<file path="src/rtl/mult8x8_pkg.sv">
// Shared constants for the nibble-serial 8x8 multiplier controller:
// state codes, shifter codes and operand-nibble select codes.
package mult8x8_pkg;

    typedef enum logic [2:0] {
        S_IDLE = 3'd0,
        S_CLR  = 3'd1,
        S_CALC = 3'd2,
        S_DONE = 3'd3,
        S_ERR  = 3'd4
    } state_t;

    localparam logic [1:0] SH_0 = 2'd0;
    localparam logic [1:0] SH_4 = 2'd1;
    localparam logic [1:0] SH_8 = 2'd2;

    localparam logic [1:0] SEL_ALBL = 2'd0;
    localparam logic [1:0] SEL_ALBH = 2'd1;
    localparam logic [1:0] SEL_AHBL = 2'd2;
    localparam logic [1:0] SEL_AHBH = 2'd3;

    // Cross terms (lo*hi, hi*lo) both carry weight 2^4; hi*hi carries 2^8.
    function automatic logic [1:0] shift_for_count(input logic [1:0] c);
        case (c)
            2'd0:    return SH_0;
            2'd1:    return SH_4;
            2'd2:    return SH_4;
            default: return SH_8;
        endcase
    endfunction

    function automatic logic [1:0] sel_for_count(input logic [1:0] c);
        case (c)
            2'd0:    return SEL_ALBL;
            2'd1:    return SEL_ALBH;
            2'd2:    return SEL_AHBL;
            default: return SEL_AHBH;
        endcase
    endfunction

endpackage

</file>
<file path="src/rtl/mult8x8_ctrl_if.sv">
// Start/done handshake and datapath control bundle of the multiplier controller.
// start is a level request; each rising edge launches one multiply; done pulses one cycle.
interface mult8x8_ctrl_if;
    logic       start;
    logic [1:0] input_sel;
    logic [1:0] shift_cntrl;
    logic       clk_ena;
    logic       sclr_n;
    logic       done;
    logic       err;
    logic [2:0] state_out;

    modport master (
        output start,
        input  input_sel, shift_cntrl, clk_ena, sclr_n, done, err, state_out
    );

    modport slave (
        input  start,
        output input_sel, shift_cntrl, clk_ena, sclr_n, done, err, state_out
    );
endinterface

</file>
<file path="src/rtl/mult8x8_ctrl_dec.sv">
// Moore output decoder: maps {state, count} onto the datapath controls.
// Illegal state codes decode as idle outputs while the FSM recovers.
module mult8x8_ctrl_dec
    import mult8x8_pkg::*;
(
    input  state_t     state,
    input  logic [1:0] count,
    output logic [1:0] input_sel,
    output logic [1:0] shift_cntrl,
    output logic       clk_ena,
    output logic       sclr_n,
    output logic       done,
    output logic       err,
    output logic [2:0] state_out
);

    always_comb begin
        input_sel   = SEL_ALBL;
        shift_cntrl = SH_0;
        clk_ena     = 1'b0;
        sclr_n      = 1'b1;
        done        = 1'b0;
        err         = 1'b0;
        state_out   = state;
        case (state)
            S_CLR: begin
                clk_ena = 1'b1;
                sclr_n  = 1'b0;
            end
            S_CALC: begin
                input_sel   = sel_for_count(count);
                shift_cntrl = shift_for_count(count);
                clk_ena     = 1'b1;
            end
            S_DONE:  done = 1'b1;
            S_ERR:   err  = 1'b1;
            default: ;
        endcase
    end

endmodule

</file>
<file path="src/rtl/mult8x8_ctrl.sv">
// Sequencing FSM for the nibble-serial 8x8 multiplier: clear, four accumulate
// cycles, one-cycle done; a start edge while busy aborts into ERR.
module mult8x8_ctrl
    import mult8x8_pkg::*;
(
    input  logic          clk,
    input  logic          reset_a,
    mult8x8_ctrl_if.slave bus
);

    state_t     state;
    logic [1:0] count;
    logic       start_q;
    logic       start_edge;

    assign start_edge = bus.start & ~start_q;

    always_ff @(posedge clk or posedge reset_a) begin
        if (reset_a) begin
            state   <= S_IDLE;
            count   <= 2'd0;
            start_q <= 1'b0;
        end else begin
            start_q <= bus.start;
            case (state)
                S_IDLE: if (start_edge) state <= S_CLR;
                S_CLR: begin
                    count <= 2'd0;
                    state <= start_edge ? S_ERR : S_CALC;
                end
                S_CALC: begin
                    if (start_edge) begin
                        state <= S_ERR;
                        count <= 2'd0;
                    end else if (count == 2'd3) begin
                        state <= S_DONE;
                        count <= 2'd0;
                    end else begin
                        count <= count + 2'd1;
                    end
                end
                S_DONE: state <= start_edge ? S_CLR : S_IDLE;
                S_ERR:  if (start_edge) state <= S_CLR;
                default: begin
                    state <= S_IDLE;
                    count <= 2'd0;
                end
            endcase
        end
    end

    mult8x8_ctrl_dec u_dec (
        .state       (state),
        .count       (count),
        .input_sel   (bus.input_sel),
        .shift_cntrl (bus.shift_cntrl),
        .clk_ena     (bus.clk_ena),
        .sclr_n      (bus.sclr_n),
        .done        (bus.done),
        .err         (bus.err),
        .state_out   (bus.state_out)
    );

endmodule

</file>
<file path="src/flat_wrapper.sv">
// flat-port wrapper written by rule: the top's interface ports become plain ports
module mult8x8_ctrl_flat import mult8x8_pkg::*;
  (clk, reset_a, bus_start, bus_input_sel, bus_shift_cntrl, bus_clk_ena, bus_sclr_n, bus_done, bus_err, bus_state_out);
  mult8x8_ctrl_if bus_i ();
  input  logic clk;
  input  logic reset_a;
  input wire logic [$bits(bus_i.start)-1:0] bus_start;
  output wire logic [$bits(bus_i.input_sel)-1:0] bus_input_sel;
  output wire logic [$bits(bus_i.shift_cntrl)-1:0] bus_shift_cntrl;
  output wire logic [$bits(bus_i.clk_ena)-1:0] bus_clk_ena;
  output wire logic [$bits(bus_i.sclr_n)-1:0] bus_sclr_n;
  output wire logic [$bits(bus_i.done)-1:0] bus_done;
  output wire logic [$bits(bus_i.err)-1:0] bus_err;
  output wire logic [$bits(bus_i.state_out)-1:0] bus_state_out;
  assign bus_i.start = bus_start;
  assign bus_input_sel = bus_i.input_sel;
  assign bus_shift_cntrl = bus_i.shift_cntrl;
  assign bus_clk_ena = bus_i.clk_ena;
  assign bus_sclr_n = bus_i.sclr_n;
  assign bus_done = bus_i.done;
  assign bus_err = bus_i.err;
  assign bus_state_out = bus_i.state_out;
  mult8x8_ctrl u_core (.clk(clk), .reset_a(reset_a), .bus(bus_i));
endmodule
</file>
<file path="config.mk">
export PLATFORM = sky130hd
export DESIGN_NAME = mult8x8_ctrl_flat
export DESIGN_NICKNAME = d
export VERILOG_FILES = /design/src/rtl/mult8x8_pkg.sv /design/src/rtl/mult8x8_ctrl_if.sv /design/src/rtl/mult8x8_ctrl_dec.sv /design/src/rtl/mult8x8_ctrl.sv /design/src/flat_wrapper.sv
export SDC_FILE = /design/constraint.sdc
export NUM_CORES = 1
export LEC_CHECK = 0
export CAP_MARGIN = 10
export CORE_MARGIN = 5
export CORE_UTILIZATION = 30
export DETAILED_ROUTE_END_ITERATION = 8
export HOLD_SLACK_MARGIN = 0.1
export PLACE_DENSITY = 0.61
export SYNTH_ARGS = -nofsm -noshare
export SYNTH_HDL_FRONTEND = slang
export SYNTH_SLANG_ARGS = --single-unit
</file>
<file path="constraint.sdc">
create_clock -name clk -period 2.2 [get_ports clk]
set_clock_uncertainty 0.1 [all_clocks]
set_input_delay 0.44 -clock clk [delete_from_list [all_inputs] [get_ports clk]]
set_output_delay 0.44 -clock clk [all_outputs]
set_load 0.01 [all_outputs]
</file>
Word-level counts from Yosys, hierarchy flattened

Cells that the tools add are included.
W data, S select, Z words.

Register bits after elaboration: 6
Latch bits: 0
Memory bits (writable): 0
Bits in read-only memories: 0
Memories: 0

Add/subtract/negate cells: 1
Multipliers: 0
Divide/modulo/power cells: 0
Magnitude comparators: 0
Equality and inequality tests: 9
Shifts and indexed selects: 0
Multiplexer cells: 17
Bitwise gates (word level): 2
Reduce and logical (&&, ||, !) cells: 7

Operator list:

| cell                  | count |
|---|---|
| $mux W3               | 4 |
| $pmux W3 S4           | 1 |
| $mux W2               | 4 |
| $pmux W2 S2           | 2 |
| $eq A3 B2 Y1 const B  | 2 |
| $pmux W2 S3           | 1 |
| $reduce_or A2 Y1      | 3 |
| $mux W1               | 5 |
| $eq A2 B2 Y1 const B  | 2 |
| $eq A3 B1 Y1 const B  | 1 |
| $eq A3 B3 Y1 const B  | 1 |
| $logic_not A3 Y1      | 1 |
| $ne A3 B1 Y1 const B  | 1 |
| $reduce_or A3 Y1      | 1 |
| $add A2 B1 Y2 const B | 1 |
| $eq A2 B1 Y1 const B  | 1 |
| $logic_not A2 Y1      | 1 |
| $ne A2 B1 Y1 const B  | 1 |
| $reduce_and A2 Y1     | 1 |
| $and A1 B1 Y1         | 1 |
| $not A1 Y1            | 1 |

Logic depth before layout (Yosys ltp)

Gate-level depths: netlist of run 1.

Depth after elaboration: 4
Depth in mapped cells: 5

Modules after synthesis

From an unflattened synthesis of run 1, not the netlist that was laid out.

Cell total of the unflattened synthesis: 52
Area, all modules: 478.0 µm²

Modules (own cells, without submodules):

| module           | times used | cells each | area each (µm²) |
|---|---|---|---|
| mult8x8_ctrl     | 1          | 34         | 327.8 |
| mult8x8_ctrl_dec | 1          | 18         | 150.1 |

Worst setup path before layout of run 1

OpenSTA, ideal clock, no wires.

Path type: flip-flop to output port
Start point: reg u_core.state[2]
End point: out bus_input_sel[0]
Arrival time: 1.118 ns
Data required time: 1.660 ns
Path slack: 0.542 ns
Cell stages (with the launch flop): 5
Cell sequence: dfrtp_1 -> nand2b_4 -> or2_0 -> buf_2 -> nor2_1

Longest elaborated chain between the ends: 2

RTL lines:

| what                   | RTL line               | RTL |
|---|---|---|
| from (decl)            | mult8x8_ctrl.sv:11     | `state_t state;` |
| from (signal assigned) | mult8x8_ctrl.sv:29     | `state <= start_edge ? S_ERR : S_CALC;` |
| from (signal assigned) | mult8x8_ctrl.sv:42     | `S_DONE: state <= start_edge ? S_CLR : S_IDLE;` |
| $eq A3 B2 Y1           | -                      |  |
| $mux W2                | mult8x8_ctrl_dec.sv:25 | `case (state)` |
| to (decl)              | flat_wrapper.sv:8      | `output wire logic [$bits(bus_i.input_sel)-1:0] bus_input_sel;` |

No other way between the ends.

Worst setup path in the final report of run 1

Start point: reg u_core.state[2]
End point: out bus_done

Longest elaborated chain between the ends: 2

RTL lines:

| what         | RTL line               | RTL |
|---|---|---|
| $eq A3 B2 Y1 | mult8x8_ctrl_dec.sv:25 |  |
| $mux W1      | mult8x8_ctrl_dec.sv:25 |  |
| to (decl)    | flat_wrapper.sv:12     | `output wire logic [$bits(bus_i.done)-1:0] bus_done;` |

No other way between the ends.

==> summary.txt, run 1 <==
status - finished clean
Core ar. - 1300 um2
Final Hold Fails - 0
Vias/cell - 4.72
crit end category - output pin
via count - 368
met1 Resource Use GR - 0.109
fill count - 126
post-route ant nets - 0
Die Ht - 47.3 um
first-pass GRT wire length - 1480 um
grt met2 use - 0.160
GR Util All Layers - 0.0903
Placed Area - 571 um2
worst reg2reg startpoint - u_core.count[0]
share of cells above drive strength 1 - 0.254
sequential area share after synthesis - 0.360
register area - 153 um2
maximum number of pins on one net before global-route repair - 9
DRC viols - 0
Max clock buf depth - 2
most frequent cells in the layout - nor2_1, clkdlybuf4s50_1, dlymetal6s2s_1, buf_4
Final GP Congestion - 0.727
commonest non-fill, non-tap cell in the layout - nor2_1
initial core utilization - 0.320
yosys warns - 0
Root Buffer Master - clkbuf_4
LEAKAGE - 0.000355 uW
initial DRC count - 12
number of global-route vias before repair - 366
flop-to-flop setup slack - 0.88 ns
critical path class - reg -> out
TritonCTS clock tree - built
pre-CTS WS - 0.119 ns
initial antenna violation count - 0
CTS buffer count - 3
min cycle time layout - 2.06 ns
Net Count, Synth - 51
Netlist cell types - 23
flip-flop and latch count after synthesis - 6
fin worst setup slack - 0.145 ns
final WL - 927 um
synthesized area - 417 um2
Critical Path Source - u_core.state[2]
Crit path largest cell delay - 0.54 ns
Avg Inst Size Synth - 9.26 um2
cells after synthesis - 45
dpl hpwl - 682 um
Startpoint Class - flip-flop
fin nets - 71
hold-fix buffers at CTS - 0
clock slew at reported path FFs - 0.04 ns
Max VDD drop - 0.573 mV
# diodes - 0
post-route cell area - 626 um2
worst slew pin tran - 0.241 ns
final core utilization - 0.481
relative slew slack - 0.839
# rows - 13
GR Util met3 - 0.0230
Area growth, synth to finish - 50.2%
RSZ-0062 raised after global routing - no
dominant cell type by area after synthesis - dfrtp_1
post-route setup TNS - 0 ns
clk_lat worst skew - 0.23 ns
Worst Path Max Fanout - 8
share of the synthesized area in the top cell type - 0.360
CP Cell Sequence - buf_4 -> and3b_1 -> clkdlybuf4s50_1
Hold Path Class - in -> async
Max Freq - 487 MHz
die extent in x - 47.3 um
CP max stage cell - clkdlybuf4s50_1
CP Data Arrival Time - 1.52 ns
Max-Cap Viols - 0
number of H-tree levels - 1
Slew Viols, Final - 0
DR pass1 iterations - 3
Multi-input gate area - 239 um2
hold slack - 0.334 ns
clock sink count - 6
top post-synthesis cells by area - dfrtp_1, ha_1, nor2_1, nor2b_1, o32ai_1
final setup vio count - 0
num ports - 14
WP data required - 1.66 ns
die area - 2230 um2
post-route clock period utilization - 0.934
WL/cell - 11.9 um
GRT busiest layer - met2
pwr dens - 1090 nW/um2
IO Port Bufs - 13
grt ovf - 0
-- sequential cells by signal (all words and copies together) (netlist names) --
| name | cells |
|---|---|
| u_core.count | 2 |
| u_core.start_q | 1 |
| u_core.state | 3 |
-- cells in the mapped netlist, drive strengths merged --
| master | number |
|---|---|
| ha | 3 |
| a21oi | 1 |
| a22oi | 1 |
| o21ai | 1 |
| and2 | 1 |
| nor2 | 9 |
| o22ai | 1 |
| or3b | 1 |
| o41ai | 1 |
| buf | 3 |
| and4bb | 1 |
| dfrtp | 6 |
| nor3 | 1 |
| xnor2 | 1 |
| and3b | 1 |
| inv | 4 |
| nor2b | 3 |
| o32ai | 2 |
| mux2i | 1 |
| nand2b | 2 |
| or2 | 1 |
-- worst max-delay path, delay by kind of cell (launching register included) --
kind / cells / cell delay, ns
AND/OR/NAND/NOR: 1 / 0.22
flip-flops: 1 / 0.37
buffers and inverters: 2 / 0.70
-- path summary, 6_finish.rpt --
| kind | endpoint | cells after the start |
|---|---|---|
| max | bus_done | 3 |
| min in group clk | u_core.state[2] | 1 |
| max in group asynchronous | u_core.state[1] | 2 |
| max reg2reg | u_core.count[1] | 5 |
| min reg2reg | u_core.state[2] | 1 |
| min | u_core.count[1] | 2 |
-- cells by family (layout without fill, tap and decap cells) --
family,Yosys count,in the layout,share of synthesized area
DFF,6,6,0.360
buffers and inverters,7,25,0.0781
muxes,1,1,0.0240
adders and majority gates,3,3,0.0901
AOI/OAI and AO/OA,7,7,0.138
xor gates and xnor gates,1,1,0.0210
and+or+nand+nor,20,20,0.288
-- per-stage QoR --
step	total power, uW	cells
after floorplan	422	45
after global placement	579	73
after detailed placement	581	73
after CTS	687	76
after global routing	743	78
final	685	78
-- power breakdown --
group          leakage (uW)  total (uW)  switching, uW  internal [uW]
sequential        0.0000753         192           43.2            149
combinational      0.000266         396            178            218
clock             0.0000138        96.8           35.4           61.4
-- layer usage --
| metal | vias to the layer above | wire length (um) |
|---|---|---|
| li1 | 188 | - |
| met1 | 175 | 410 |
| met2 | 5 | 481 |
| met3 | 0 | 35 |
| met4 | 0 | 0 |
| met5 | - | 0 |
-- cell type report --
cell class / count / share of cell area
well taps: 15 / 0.0300
clock buffers: 3 / 0.0360
flip-flops and latches: 6 / 0.244
multi-input cells: 32 / 0.382
repair buffers: 18 / 0.284
inverters: 4 / 0.0240
-- what timing repair did --
| action | 4_1_cts | 5_1_grt |
|---|---|---|
| setup endpoints to repair | 5 | 6 |
| buffers inserted | 0 | 2 |
| gates resized for setup | 5 | 7 |
(Power assumes the default switching activity.)
==> run 2: changes to the inputs <==
- ABC_AREA: unset -> 1
- CORE_AREA: unset -> 5 5 42 44
- CORE_MARGIN: 5 -> unset
- CORE_UTILIZATION: 30 -> unset
- DIE_AREA: unset -> 0 0 47 49
- PLACE_DENSITY: 0.61 -> 0.6
==> summary.txt, run 2 <==
status - finished clean
# rows - 14
Post-synth top cells - nor2_1, nand2_1, dfrtp_1, inv_1, nand2_2
initial DRC count - 2
RSZ-0062 raised after global routing - no
Logic pwr share - 0.580
clock power share - 0.135
cells after synthesis - 50
pre-CTS WS - 0.251 ns
GR Util All Layers - 0.0893
sequential area share after synthesis - 0.387
CP Data Arrival Time - 1.50 ns
Startpoint Class - flip-flop
DP Cell Count - 79
relative slew slack - 0.858
min cycle time layout - 2.04 ns
via count - 343
initial antenna violation count - 0
commonest non-fill, non-tap cell in the layout - nor2_1
# diodes - 0
TritonCTS clock tree - built
WP data required - 1.66 ns
num ports - 14
Net Count, Synth - 56
non-filler cells, final - 84
share of the synthesized area in the top cell type - 0.387
Pint - 409 uW
synthesized area - 388 um2
Max VDD drop - 0.665 mV
first-pass GRT wire length - 1440 um
DRC viols - 0
hold slack - 0.307 ns
fin worst setup slack - 0.157 ns
ys flop type - dfrtp_1
Die Ht - 49 um
Top reg by flops - u_core.state
top post-synthesis cells by area - dfrtp_1, ha_1, nor2_1, nand2_1, nand2_2
CP max stage cell - clkdlybuf4s50_1
CTS buffer count - 3
Max clock buf depth - 2
clk_lat worst skew - 0.24 ns
delay-heaviest family, CP - buffers and inverters
fill count - 150
Slew Viols, Final - 0
most frequent cells in the layout - nor2_1, nand2_1, clkdlybuf4s50_1
Avg Inst Size Synth - 7.76 um2
flip-flop and latch count after synthesis - 6
critical path class - reg -> out
post-route ant nets - 0
Core ar. - 1400 um2
die area - 2300 um2
post-route clock period utilization - 0.928
DR pass1 iterations - 2
IO Port Bufs - 13
Area growth, synth to finish - 51.9%
post-route setup TNS - 0 ns
maximum number of pins on one net before global-route repair - 8
die extent in x - 47 um
Root Buffer Master - clkbuf_4
clock slew at reported path FFs - 0.04 ns
Netlist cell types - 14
Hold Path Class - in -> async
final setup vio count - 0
LEAKAGE - 0.000354 uW
Max Freq - 490 MHz
CP bufs+invs - 2
Max-Cap Viols - 0
crit end category - output pin
WL/cell - 9.69 um
Post-synth EDFFs - 0
fin nets - 76
Final GP Congestion - 0.783
Switch Pwr - 299 uW
Vias/cell - 4.08
Worst Path Max Fanout - 5
clock sink count - 6
number of H-tree levels - 1
Seq pwr share - 0.285
pwr dens - 1200 nW/um2
Async S/R FF share, synth - 1.00
number of global-route vias before repair - 356
worst slew pin tran - 0.213 ns
grt ovf - 0
initial core utilization - 0.277
dpl hpwl - 681 um
final WL - 814 um
switch share - 0.422
hold-fix buffers at CTS - 0
CP Cell Sequence - inv_2 -> nand2_1 -> nor2_1 -> clkdlybuf4s50_1
share of cells above drive strength 1 - 0.250
yosys warns - 0
Final Hold Fails - 0
count leader, synth - nor2_1
max FFs per register - 3
flop-to-flop setup slack - 1.00 ns
dominant cell type by area after synthesis - dfrtp_1
Crit path largest cell delay - 0.54 ns
top flop regs - u_core.state x3, u_core.count x2, u_core.start_q x1
==> run 2: cell count changes after synthesis, moves of 2 or more <==
cell,before,now
nor2b_1,3,0
nand2_1,0,8
inv_2,0,3
o21ai_1,0,3
nand3_2,0,2
inv_1,4,6
nand2_2,0,4
buf_2,2,0
o32ai_1,2,0
==> run 2: power groups by stage <==
stage	combinational [uW]	sequential, uW	clock (uW)
2_1_floorplan	222	207	0
3_3_place_gp	411	200	0
3_5_place_dp	405	202	0
4_1_cts	424	200	102
5_1_grt	463	206	112
6_report	410	202	95.6
==> run 2: final cells by class <==
cell class	instances	area [um2]	share of cell area
timing repair buffer	15	158	0.268
inverter	9	33.8	0.0573
sequential	6	151	0.257
clock buffer	3	22.5	0.0382
multi-input combinational	35	204	0.346
tap	16	20.0	0.0340
==> run 2: kinds of logic (layout without fill, tap and decap cells) <==
logic type / after synthesis / after routing / share of synthesized area
compound gates: 4 / 4 / 0.0516
fa+ha+maj: 3 / 3 / 0.0968
buf+inv: 9 / 27 / 0.0871
flops: 6 / 6 / 0.387
simple gates: 28 / 28 / 0.377
==> run 2: what timing repair did <==
action / in CTS / in global routing
buffers inserted: 2 / 0
setup endpoints to repair: 1 / 5
resized for setup: 0 / 6
pin swaps: 0 / 1
==> run 2: final timing paths <==
path | start | to | cells past startpoint
max | u_core.state[0] | bus_err | 4
min | reset_a | u_core.count[0] | 2
max reg2reg | u_core.count[0] | u_core.state[2] | 6
min reg2reg | u_core.count[1] | u_core.count[1] | 2
max in group asynchronous | reset_a | u_core.state[2] | 2
min in group clk | u_core.count[1] | u_core.count[1] | 2
==> run 2: routing by layer <==
layer	wire (um)	part of all wire	global-route usage
met3	30	0.037	0.0295
met5	0	0	0
met1	336	0.41	0.0897
met2	448	0.55	0.143
met4	0	0	0.0691
==> run 2: stage by stage <==
stage	area [um2]	util	total power, uW
after floorplan	388	-	429
final	589	0.421	708
after detailed placement	538	0.384	607
after global routing	589	0.421	781
after CTS	576	0.411	726
after global placement	538	0.384	611
==> run 3: changes to the inputs <==
- CORE_AREA: 5 5 42 44 -> unset
- CORE_MARGIN: unset -> 5
- CORE_UTILIZATION: unset -> 30
- DIE_AREA: 0 0 47 49 -> unset
- SYNTH_HIERARCHICAL: unset -> 1
==> summary.txt, run 3 <==
most frequent cells in the layout - nor2_1, clkdlybuf4s50_1, nand2_1
Max Freq - 482 MHz
Switch Pwr - 309 uW
Worst Path Max Fanout - 5
Root Buffer Master - clkbuf_4
max FFs per register - 3
Netlist cell types - 14
Max clock buf depth - 2
Async S/R FF share, synth - 1.00
initial antenna violation count - 0
Pint - 420 uW
Startpoint Class - flip-flop
post-route setup TNS - 0 ns
top flop regs - u_core/state x3, u_core/count x2, u_core/start_q x1
LEAKAGE - 0.000333 uW
final setup vio count - 0
post-route clock period utilization - 0.942
Area growth, synth to finish - 39.1%
relative slew slack - 0.817
Core ar. - 1330 um2
num ports - 14
final WL - 792 um
share of cells above drive strength 1 - 0.158
clock sink count - 6
commonest non-fill, non-tap cell in the layout - nor2_1
Logic pwr share - 0.571
# diodes - 0
Net Count, Synth - 68
number of global-route vias before repair - 348
pwr dens - 1200 nW/um2
Slew Viols, Final - 0
count leader, synth - nor2_1
initial DRC count - 5
initial core utilization - 0.326
grt ovf - 0
Power, Total - 728 uW
TritonCTS clock tree - built
DRC viols - 0
flip-flop and latch count after synthesis - 6
CTS buffer count - 3
final core utilization - 0.454
first-pass GRT wire length - 1320 um
Final GP Congestion - 0.695
min cycle time layout - 2.07 ns
crit end category - output pin
Top reg by flops - u_core/state
Post-synth top cells - nor2_1, nand2_1, inv_1
critical path class - reg -> out
Die Ht - 48.1 um
yosys warns - 6
Vias/cell - 4.47
synthesized area - 435 um2
die area - 2310 um2
share of the synthesized area in the top cell type - 0.345
Avg Inst Size Synth - 7.14 um2
hold-fix buffers at CTS - 0
fill count - 146
GR Util All Layers - 0.0817
fin nets - 85
clock slew at reported path FFs - 0.04 ns
Multi-input gate area - 214 um2
WL/cell - 8.70 um
Max-Cap Viols - 0
WP data required - 1.66 ns
die extent in x - 48.1 um
switch share - 0.424
Max VDD drop - 0.656 mV
# rows - 13
sequential area share after synthesis - 0.345
dominant cell type by area after synthesis - dfrtp_1
worst slew pin tran - 0.272 ns
Reg2Reg Depth - 5
CP Data Arrival Time - 1.53 ns
register area - 151 um2
clock power share - 0.134
dpl hpwl - 633 um
ys flop type - dfrtp_1
Final Hold Fails - 0
top post-synthesis cells by area - dfrtp_1, ha_1, nor2_1, nand2_1, inv_1
Seq pwr share - 0.295
DR pass1 iterations - 4
via count - 407
status - finished clean
Hold Path Class - in -> async
RSZ-0062 raised after global routing - no
post-route ant nets - 0
maximum number of pins on one net before global-route repair - 8
Post-synth EDFFs - 0
IO Port Bufs - 13
clk_lat worst skew - 0.24 ns
cells after synthesis - 61
number of H-tree levels - 1
-- run 3: changes by cell type after synthesis, sizes merged --
cell	previous run	this run
buf	0	3
inv	9	13
nand3	3	5
ha	3	4
o21ai	4	3
nor3	1	2
nand2	12	11
nor2	11	13
-- run 3: area by class of cell --
class                      count  area share
clock buffer                   3      0.0372
sequential                     6       0.250
tap                           15      0.0310
timing repair buffer          15       0.248
inverter                      13      0.0806
multi-input combinational     39       0.353
-- run 3: power groups by stage --
| stage | combinational [uW] | clock, uW | sequential [uW] |
|---|---|---|---|
| 6_report | 416 | 97.3 | 215 |
| 5_1_grt | 473 | 111 | 227 |
| 4_1_cts | 424 | 105 | 215 |
| 3_5_place_dp | 402 | 0 | 220 |
| 3_3_place_gp | 399 | 0 | 217 |
| 2_1_floorplan | 268 | 0 | 204 |
-- run 3: logic make-up (layout without fill, tap and decap cells) --
family | after synthesis | in the layout | share of synthesized area
simple gates | 32 | 32 | 0.342
buf+inv | 16 | 31 | 0.164
fa+ha+maj | 4 | 4 | 0.115
compound gates | 3 | 3 | 0.0345
flops | 6 | 6 | 0.345
-- run 3: worst paths after layout --
kind	end	slack, ns	from
worst max-delay path	bus_shift_cntrl[1]	0.13	u_core/count[1]
min in group clk	u_core/state[1]	0.46	u_core/start_q
worst max register to register	u_core/count[0]	0.95	u_core/count[0]
worst min register to register	u_core/state[1]	0.46	u_core/start_q
worst min-delay path	u_core/count[1]	0.30	reset_a
max in group asynchronous	u_core/state[2]	1.50	reset_a
-- run 3: per-layer routing --
layer / vias up / track usage / wire [um]
met4: 0 / 0.0645 / 15
met5: - / 0 / 0
met2: 15 / 0.124 / 328
met1: 176 / 0.103 / 357
li1: 214 / - / -
met3: 2 / 0.0111 / 90
-- run 3: worst max-delay path, stage by stage, from the launching register on --
cell	delay (ns)
dfrtp_1	0.40
ha_1	0.21
inv_1	0.05
nor2_1	0.09
clkdlybuf4s50_1	0.54
-- run 3: per-stage QoR --
step	worst slack [ns]	std cells	hold WS (ns)	instance area [um2]
6_report	0.127	91	0.304	606
3_3_place_gp	0.272	86	0.450	562
2_1_floorplan	0.755	61	0.131	435
4_1_cts	0.0215	91	0.301	599
5_1_grt	0.0168	91	0.312	606
3_5_place_dp	0.235	86	0.456	562
-- run 3: repair_timing --
item,in CTS,in global routing
endpoints found under the setup margin,1,3
resized for setup,0,3
gates cloned,0,0
buffers inserted,2,0
